<file path="src/rtl/fifo_mem.sv">
// Storage array for the FIFO: one write port and one registered read port.
// Memory contents are never reset; only the read-data register is.
module fifo_mem #(
   parameter int DATA_SIZE    = 8,
   parameter int ADDRESS_SIZE = 3,
   parameter int DEPTH        = 2 ** ADDRESS_SIZE
) (
   input  logic                    clk,
   input  logic                    rst,
   input  logic                    wr_en,
   input  logic [ADDRESS_SIZE-1:0] wr_addr,
   input  logic [DATA_SIZE-1:0]    wr_data,
   input  logic                    rd_en,
   input  logic [ADDRESS_SIZE-1:0] rd_addr,
   output logic [DATA_SIZE-1:0]    rd_data
);

   logic [DATA_SIZE-1:0] mem_q [DEPTH];
   logic [DATA_SIZE-1:0] rd_data_d, rd_data_q;

   always_ff @(posedge clk) begin
      if (wr_en) mem_q[wr_addr] <= wr_data;
   end

   // Read data holds its last value unless a read is accepted.
   always_comb begin
      rd_data_d = rd_data_q;
      if (rd_en) rd_data_d = mem_q[rd_addr];
   end

   always_ff @(posedge clk or negedge rst) begin
      if (!rst) rd_data_q <= '0;
      else      rd_data_q <= rd_data_d;
   end

   assign rd_data = rd_data_q;

endmodule

</file>
<file path="src/rtl/fifo.sv">
// Single-clock synchronous FIFO: extra-MSB pointers for full/empty,
// registered read data and sticky overflow/underflow flags.
module fifo #(
   parameter int DATA_SIZE    = 8,
   parameter int ADDRESS_SIZE = 3
) (
   input  logic                 clk,
   input  logic                 rst,
   input  logic                 push,
   input  logic                 pop,
   input  logic [DATA_SIZE-1:0] data_in,
   output logic [DATA_SIZE-1:0] data_out,
   output logic                 full,
   output logic                 empty,
   output logic                 overflow,
   output logic                 underflow
);

   localparam int DEPTH = 2 ** ADDRESS_SIZE;

   logic [ADDRESS_SIZE:0] wr_ptr_d, wr_ptr_q;
   logic [ADDRESS_SIZE:0] rd_ptr_d, rd_ptr_q;
   logic                  overflow_d, overflow_q;
   logic                  underflow_d, underflow_q;
   logic                  wr_en, rd_en;

   assign empty = (wr_ptr_q == rd_ptr_q);
   assign full  = (wr_ptr_q[ADDRESS_SIZE-1:0] == rd_ptr_q[ADDRESS_SIZE-1:0]) &&
                  (wr_ptr_q[ADDRESS_SIZE] != rd_ptr_q[ADDRESS_SIZE]);

   // A pop on the same edge frees the slot, so a full FIFO still takes the push.
   assign wr_en = push & (~full | pop);
   assign rd_en = pop & ~empty;

   always_comb begin
      wr_ptr_d    = wr_ptr_q;
      rd_ptr_d    = rd_ptr_q;
      overflow_d  = overflow_q;
      underflow_d = underflow_q;
      if (wr_en) wr_ptr_d = wr_ptr_q + 1'b1;
      if (rd_en) rd_ptr_d = rd_ptr_q + 1'b1;
      if (push && full && !pop) overflow_d = 1'b1;
      else if (rd_en)           overflow_d = 1'b0;
      // Push+pop on empty sets underflow even though the push is accepted.
      if (pop && empty)         underflow_d = 1'b1;
      else if (wr_en)           underflow_d = 1'b0;
   end

   always_ff @(posedge clk or negedge rst) begin
      if (!rst) begin
         wr_ptr_q    <= '0;
         rd_ptr_q    <= '0;
         overflow_q  <= 1'b0;
         underflow_q <= 1'b0;
      end else begin
         wr_ptr_q    <= wr_ptr_d;
         rd_ptr_q    <= rd_ptr_d;
         overflow_q  <= overflow_d;
         underflow_q <= underflow_d;
      end
   end

   assign overflow  = overflow_q;
   assign underflow = underflow_q;

   fifo_mem #(
      .DATA_SIZE    (DATA_SIZE),
      .ADDRESS_SIZE (ADDRESS_SIZE),
      .DEPTH        (DEPTH)
   ) u_mem (
      .clk     (clk),
      .rst     (rst),
      .wr_en   (wr_en),
      .wr_addr (wr_ptr_q[ADDRESS_SIZE-1:0]),
      .wr_data (data_in),
      .rd_en   (rd_en),
      .rd_addr (rd_ptr_q[ADDRESS_SIZE-1:0]),
      .rd_data (data_out)
   );

endmodule

</file>
<file path="config.mk">
export PLATFORM = sky130hd
export DESIGN_NAME = fifo
export DESIGN_NICKNAME = d
export VERILOG_FILES = /design/src/rtl/fifo_mem.sv /design/src/rtl/fifo.sv
export SDC_FILE = /design/constraint.sdc
export NUM_CORES = 1
export LEC_CHECK = 0
export CORE_MARGIN = 1.5
export CORE_UTILIZATION = 52
export CTS_CLUSTER_DIAMETER = 40
export CTS_CLUSTER_SIZE = 10
export DETAILED_ROUTE_END_ITERATION = 7
export PLACE_DENSITY = 0.84
export SLEW_MARGIN = 20
export SYNTH_ARGS = -nofsm -noshare
export SYNTH_HDL_FRONTEND = slang
export SYNTH_SLANG_ARGS = --single-unit
</file>
<file path="constraint.sdc">
create_clock -name clk -period 2.2 [get_ports clk]
set_input_delay 0.33 -clock clk [delete_from_list [all_inputs] [get_ports clk]]
set_output_delay 0.33 -clock clk [all_outputs]
set_load 0.005 [all_outputs]
</file>
Word-level counts from Yosys, hierarchy flattened
Memory sizes are Yosys's and may differ from the RTL's. A register that Yosys moved wholly into a read port is not among the register bits.
Cells that the tools add are included.
{"block": "word_totals", "n_memories": 1, "in_bits": 12, "ram_bits": 64, "word_cells": 29, "regBits": 10}
{"block": "classes", "n_addsub": 2, "n_bitwise": 5, "mux": 6, "n_eq_ne": 3, "reduce_logical": 8}
{"name": "u_mem.mem_q", "depth": 8, "word_bits": 8, "read_ports": 1, "rd_ports_with_merged_regs": 1, "wr": 1, "line": "fifo_mem.sv:18", "source": "logic [DATA_SIZE-1:0] mem_q [DEPTH];"}
{"operator": "$add A4 B1 Y4 const B", "count": 2}
{"operator": "$mux W1", "count": 6}
{"operator": "$eq A4 B4 Y1", "count": 1}
{"operator": "$logic_and A1 B1 Y1", "count": 4}
{"operator": "$reduce_bool A2 Y1", "count": 2}
{"operator": "$eq A3 B3 Y1", "count": 1}
{"operator": "$and A1 B1 Y1", "count": 2}
{"operator": "$logic_not A1 Y1", "count": 2}
{"operator": "$not A1 Y1", "count": 2}
{"operator": "$ne A1 B1 Y1", "count": 1}
{"operator": "$or A1 B1 Y1", "count": 1}

Longest topological paths before layout
Gate-level depths: netlist (run 1).
{"block": "depth", "ltp_word": 7, "mapped_depth": 6}

Hierarchy
A second synthesis (run 1) with hierarchy kept.
{"block": "hier_totals", "cells_unflattened": 222, "area_unflattened_um2": 3439.5}
{"module": "fifo_mem", "cells_each": 169, "area_per_inst_um2": 2861.5, "instances": 1, "seq_area_each_um2": 2122.0}
{"module": "fifo", "cells_each": 53, "area_per_inst_um2": 578.1, "instances": 1, "seq_area_each_um2": 250.2}

Worst setup path after synthesis (run 1)
Ideal clock, no wire load.
{"block": "synth_path", "kind": "flip-flop to flip-flop", "startpoint": "reg wr_ptr_q[2]", "endpoint": "mem u_mem.mem_q[6][0] (enable)", "setup_ns": 0.398, "required_ns": 1.802, "path_stages_with_launch": 6, "setup_slack_ns": -0.241, "arrival_time_ns": 2.043, "cell_sequence": "dfrtp_1 -> clkbuf_1 -> xor2_1 -> or4_4 -> nor2_2 -> nor4b_1"}
{"block": "synth_between", "elab_chain_cells": 7}
{"element": "start: declaration", "line": "fifo.sv:21", "source": "logic [ADDRESS_SIZE:0] wr_ptr_d, wr_ptr_q;"}
{"element": "start signal: assignment", "line": "fifo.sv:56", "source": "wr_ptr_q <= wr_ptr_d;"}
{"element": "$eq A3 B3 Y1", "line": "fifo.sv:28", "source": "assign full = (wr_ptr_q[ADDRESS_SIZE-1:0] == rd_ptr_q[ADDRESS_SIZE-1:0]) &&"}
{"element": "$logic_and A1 B1 Y1", "line": "fifo.sv:28"}
{"element": "$not A1 Y1", "line": "fifo.sv:32", "source": "assign wr_en = push & (~full | pop);"}
{"element": "$or A1 B1 Y1", "line": "fifo.sv:32"}
{"element": "$and A1 B1 Y1", "line": "fifo.sv:32"}
{"element": "$mux W1", "line": "fifo_mem.sv:22", "source": "if (wr_en) mem_q[wr_addr] <= wr_data;"}
{"element": "$mux W1 (implied by the code)", "line": "fifo_mem.sv:22"}
{"element": "end: declaration", "line": "fifo_mem.sv:18"}
Parallel ways exist; a longest one is shown, timed or not.

Worst setup path after layout (run 1)
{"block": "layout_path", "startpoint": "reg rd_ptr_q[2]", "endpoint": "mem u_mem.mem_q[5][7] (enable)"}
{"block": "layout_between", "elab_chain_cells": 7}
{"element": "start: declaration", "line": "fifo.sv:22", "source": "logic [ADDRESS_SIZE:0] rd_ptr_d, rd_ptr_q;"}
{"element": "start signal: assignment", "line": "fifo.sv:57", "source": "rd_ptr_q <= rd_ptr_d;"}
{"element": "$eq A3 B3 Y1", "line": "fifo.sv:28"}
{"element": "$logic_and A1 B1 Y1", "line": "fifo.sv:28"}
{"element": "$not A1 Y1", "line": "fifo.sv:32"}
{"element": "$or A1 B1 Y1", "line": "fifo.sv:32"}
{"element": "$and A1 B1 Y1", "line": "fifo.sv:32"}
{"element": "$mux W1", "line": "fifo_mem.sv:22"}
{"element": "$mux W1 (implied by the code)", "line": "fifo_mem.sv:22"}
Every way passes these cells.

==> reports/results.ini, run 1 <==
[run_status]
status=finished, final reports clean

[worst_setup_path]
criticalPathCategory=reg2reg
worst-path-buf-inv=3
cp_common_cell=buf_4
critical-path-top-delay-family=simple AND/OR/NAND/NOR gates
critPathCaptureType=flip-flop
cp_data_required_time_ns=2.30
crit_path_top_delay_cell=or4_4
setup.worst_path.start_class=flip-flop
path_cells=xor2_1 -> or4_4 -> buf_4 -> nor2_2 -> buf_4 -> nor4b_2 -> buf_4
arrival_ns=2.21
critical_path.max_stage_delay_ns=0.55
critPathMaxFanout=8

[hold_path]
hp-class=in2async

[logic_synthesis]
yosysUniqueCellTypes=31
yosysSeqAreaShare_pct=72.3
synth_seq_cells=82
syn_area_sq_um=3280
syn_inst=176
ys_warn_count=0
synth_fp_nets=190
syn_avg_cell_area_sq_um=18.7

[placed_design]
gp_congestion=0.797
hpwl_mm=3.93
portBuffers=23
pre_cts_slack_ns=0.0577

[global_routing]
grt_antenna_before_repair=0
grt_use_total_pct=20.9
grt_pass1_wl_mm=9.59
grt_max_degree=20
grt_pass1_vias=1836
grt_overflow=0

[detailed_routing]
vias_per_cell=5.62
first_pass_iters=4
wl_per_cell_um=19.6
drt_iter0_markers=97
ant_nets=0
drc=0
finalWirelength_mm=6.07
vias=1742

[clock_tree]
clock_path_buffers=2
clk_latency_ns=0.35
cts_buffers=9
hold_buffers=0
cts_max_level=3
cts_tree=done
clkTransAtPathRegs_ns=0.08
clock-sinks=82
clockRootBuffer=clkbuf_8

[pwr]
peakVddDrop_uv=1010
power_leakage_nw=1.45
power_density_nw_per_um2=1300

[timing]
grt_setup_unrepaired=false
fin_crit_sh_pct=96.0
slew_headroom_pct=57.6
fmax_mhz=474
setup_violations=0
hold_viol_final=0
fin_skew_ns=0.00799
fin_crit_ns=2.11
setup_slack_ns=0.0881
worst_pin_slew_ns=0.631
maxSlewViolCount=0

[die]
io_pins=24
dieWidth_um=82.5
start_util_pct=54.5
die_area_sq_um=6800
die_h_um=82.5
num_rows=28
core_sq_um=6030

[layout]
area_growth_pct=22.6
drive_gt1_share_pct=31.1
nFillCells=414
nets=244
final_core_util_pct=66.8
n_antenna_cell=0

[run]
cap_violations=0

worst reg2reg max path: cells and delay by family, from the launching register on:
kind,cells,cell delay [ns]
XOR/XNOR,1,0.18
buffers and inverters,3,0.54
flip-flops,1,0.40
AND/OR/NAND/NOR,3,0.75
where the power goes:
group / internal (mW) / leakage [nW] / switching, mW
Clock: 0.526 / 0.0889 / 0.525
Sequential: 2.02 / 0.800 / 0.138
Combinational: 1.05 / 0.564 / 0.977
Total: 3.60 / 1.45 / 1.64
metal layers:
layer / share of wire (%) / GRT usage [%]
met4: 2.0 / 10.8
met1: 42 / 26.6
met3: 5.8 / 4.62
met5: 0 / 0
met2: 50 / 33.9
final timing paths:
path,start,to,slack (ns),depth (start not counted)
min,rst,u_mem.rd_data[0]$_DFFE_PN0P_,0.34,2
min reg2reg,u_mem.rd_data[1]$_DFFE_PN0P_,u_mem.rd_data[1]$_DFFE_PN0P_,0.48,2
max,rd_ptr_q[2]$_DFFE_PN0P_,u_mem.mem_q[5][7]$_DFFE_PP_,0.09,7
max in group asynchronous,rst,overflow$_DFFE_PN0P_,1.65,2
min in group clk,u_mem.rd_data[1]$_DFFE_PN0P_,u_mem.rd_data[1]$_DFFE_PN0P_,0.48,2
max reg2reg,rd_ptr_q[2]$_DFFE_PN0P_,u_mem.mem_q[5][7]$_DFFE_PP_,0.09,7
stage by stage:
step                      cells  hold WS [ns]  cell area, sq um  total power, mW  TNS (ns)
final                       310         0.336              4030             5.24         0
after global routing        310         0.355              4030             5.54         0
after CTS                   310         0.329              4030             5.30         0
after detailed placement    291         0.471              3790             4.16         0
after global placement      291         0.460              3790             4.10         0
after floorplan             176        0.0344              3280             3.35     -6.00
final cells by class:
cell class	instances	area, sq um	share of cell area [%]
Sequential cell	82	2370	58.9
Multi-Input combinational cell	81	901	22.4
Timing Repair Buffer	53	453	11.3
Clock buffer	10	128	3.17
Tap cell	75	93.8	2.33
Clock inverter	6	66.3	1.65
Inverter	3	11.3	0.280
registers in the layout, summed over array words and instances, names as in the netlist:
signal,count
overflow,1
rd_ptr_q,4
u_mem.mem_q,64
u_mem.rd_data,8
underflow,1
wr_ptr_q,4
synth_stat cells:
cell type / number / area share, %
mux2i_1: 8 / 2.4
o41ai_2: 1 / 0.50
o211ai_1: 1 / 0.23
nor3b_1: 1 / 0.23
buf_2: 5 / 0.76
nor2_1: 4 / 0.46
ha_1: 2 / 0.76
buf_6: 2 / 0.69
nor2_2: 1 / 0.19
nand2_1: 12 / 1.4
xnor2_1: 5 / 1.3
nand3_1: 1 / 0.15
inv_1: 3 / 0.34
nor4_1: 3 / 0.57
a22o_1: 2 / 0.53
dfrtp_1: 18 / 14
o21ai_4: 1 / 0.50
nor4b_1: 2 / 0.53
o21ai_0: 8 / 1.2
or4_4: 1 / 0.34
edfxtp_1: 64 / 59
mux4_2: 16 / 11
nor3_1: 1 / 0.15
clkbuf_1: 3 / 0.34
o21ai_2: 1 / 0.27
xor2_2: 1 / 0.50
nor2b_1: 1 / 0.19
xor2_1: 5 / 1.3
mux2_1: 1 / 0.34
o21ai_1: 1 / 0.15
mux2_2: 1 / 0.34
cell families after synthesis:
group	Yosys count	synth area share, %
adder cells (fa/ha/maj)	2	0.762
XOR/XNOR	11	3.16
buffers and inverters	13	2.13
AND/OR/NAND/NOR	27	4.19
multiplexers	26	14.1
AO/OA/AOI/OAI	15	3.39
flip-flops	82	72.3
cell usage in the layout, fill, tap and decap left out, types with 2 or more instances in the layout:
cell,n
a22o_1,2
buf_4,30
clkbuf_8,9
clkdlybuf4s50_1,21
clkinvlp_4,3
dfrtp_1,18
dlygate4sd2_1,2
edfxtp_1,64
ha_1,2
inv_1,3
mux2i_1,8
mux4_2,16
nand2_1,12
nor2_1,4
nor4_2,2
o21ai_0,8
xnor2_1,5
xor2_1,5
what timing repair did:
item | CTS | global route
setup endpoints to repair | 2 | 0
buffers inserted | 3 | 0
gates resized for setup | 5 | 0
Note: power is estimated with default switching activity, not from simulation.
==> inputs of run 2 (changes only) <==
--- a/config.mk
+++ b/config.mk
@@ -11,7 +11,7 @@
 export CTS_CLUSTER_SIZE = 10
 export DETAILED_ROUTE_END_ITERATION = 7
 export PLACE_DENSITY = 0.84
-export SLEW_MARGIN = 20
+export SLEW_MARGIN = 25
 export SYNTH_ARGS = -nofsm -noshare
 export SYNTH_HDL_FRONTEND = slang
 export SYNTH_SLANG_ARGS = --single-unit
==> results of run 2 <==
No change in the layout: final DEF, timing and power equal those of run 1.
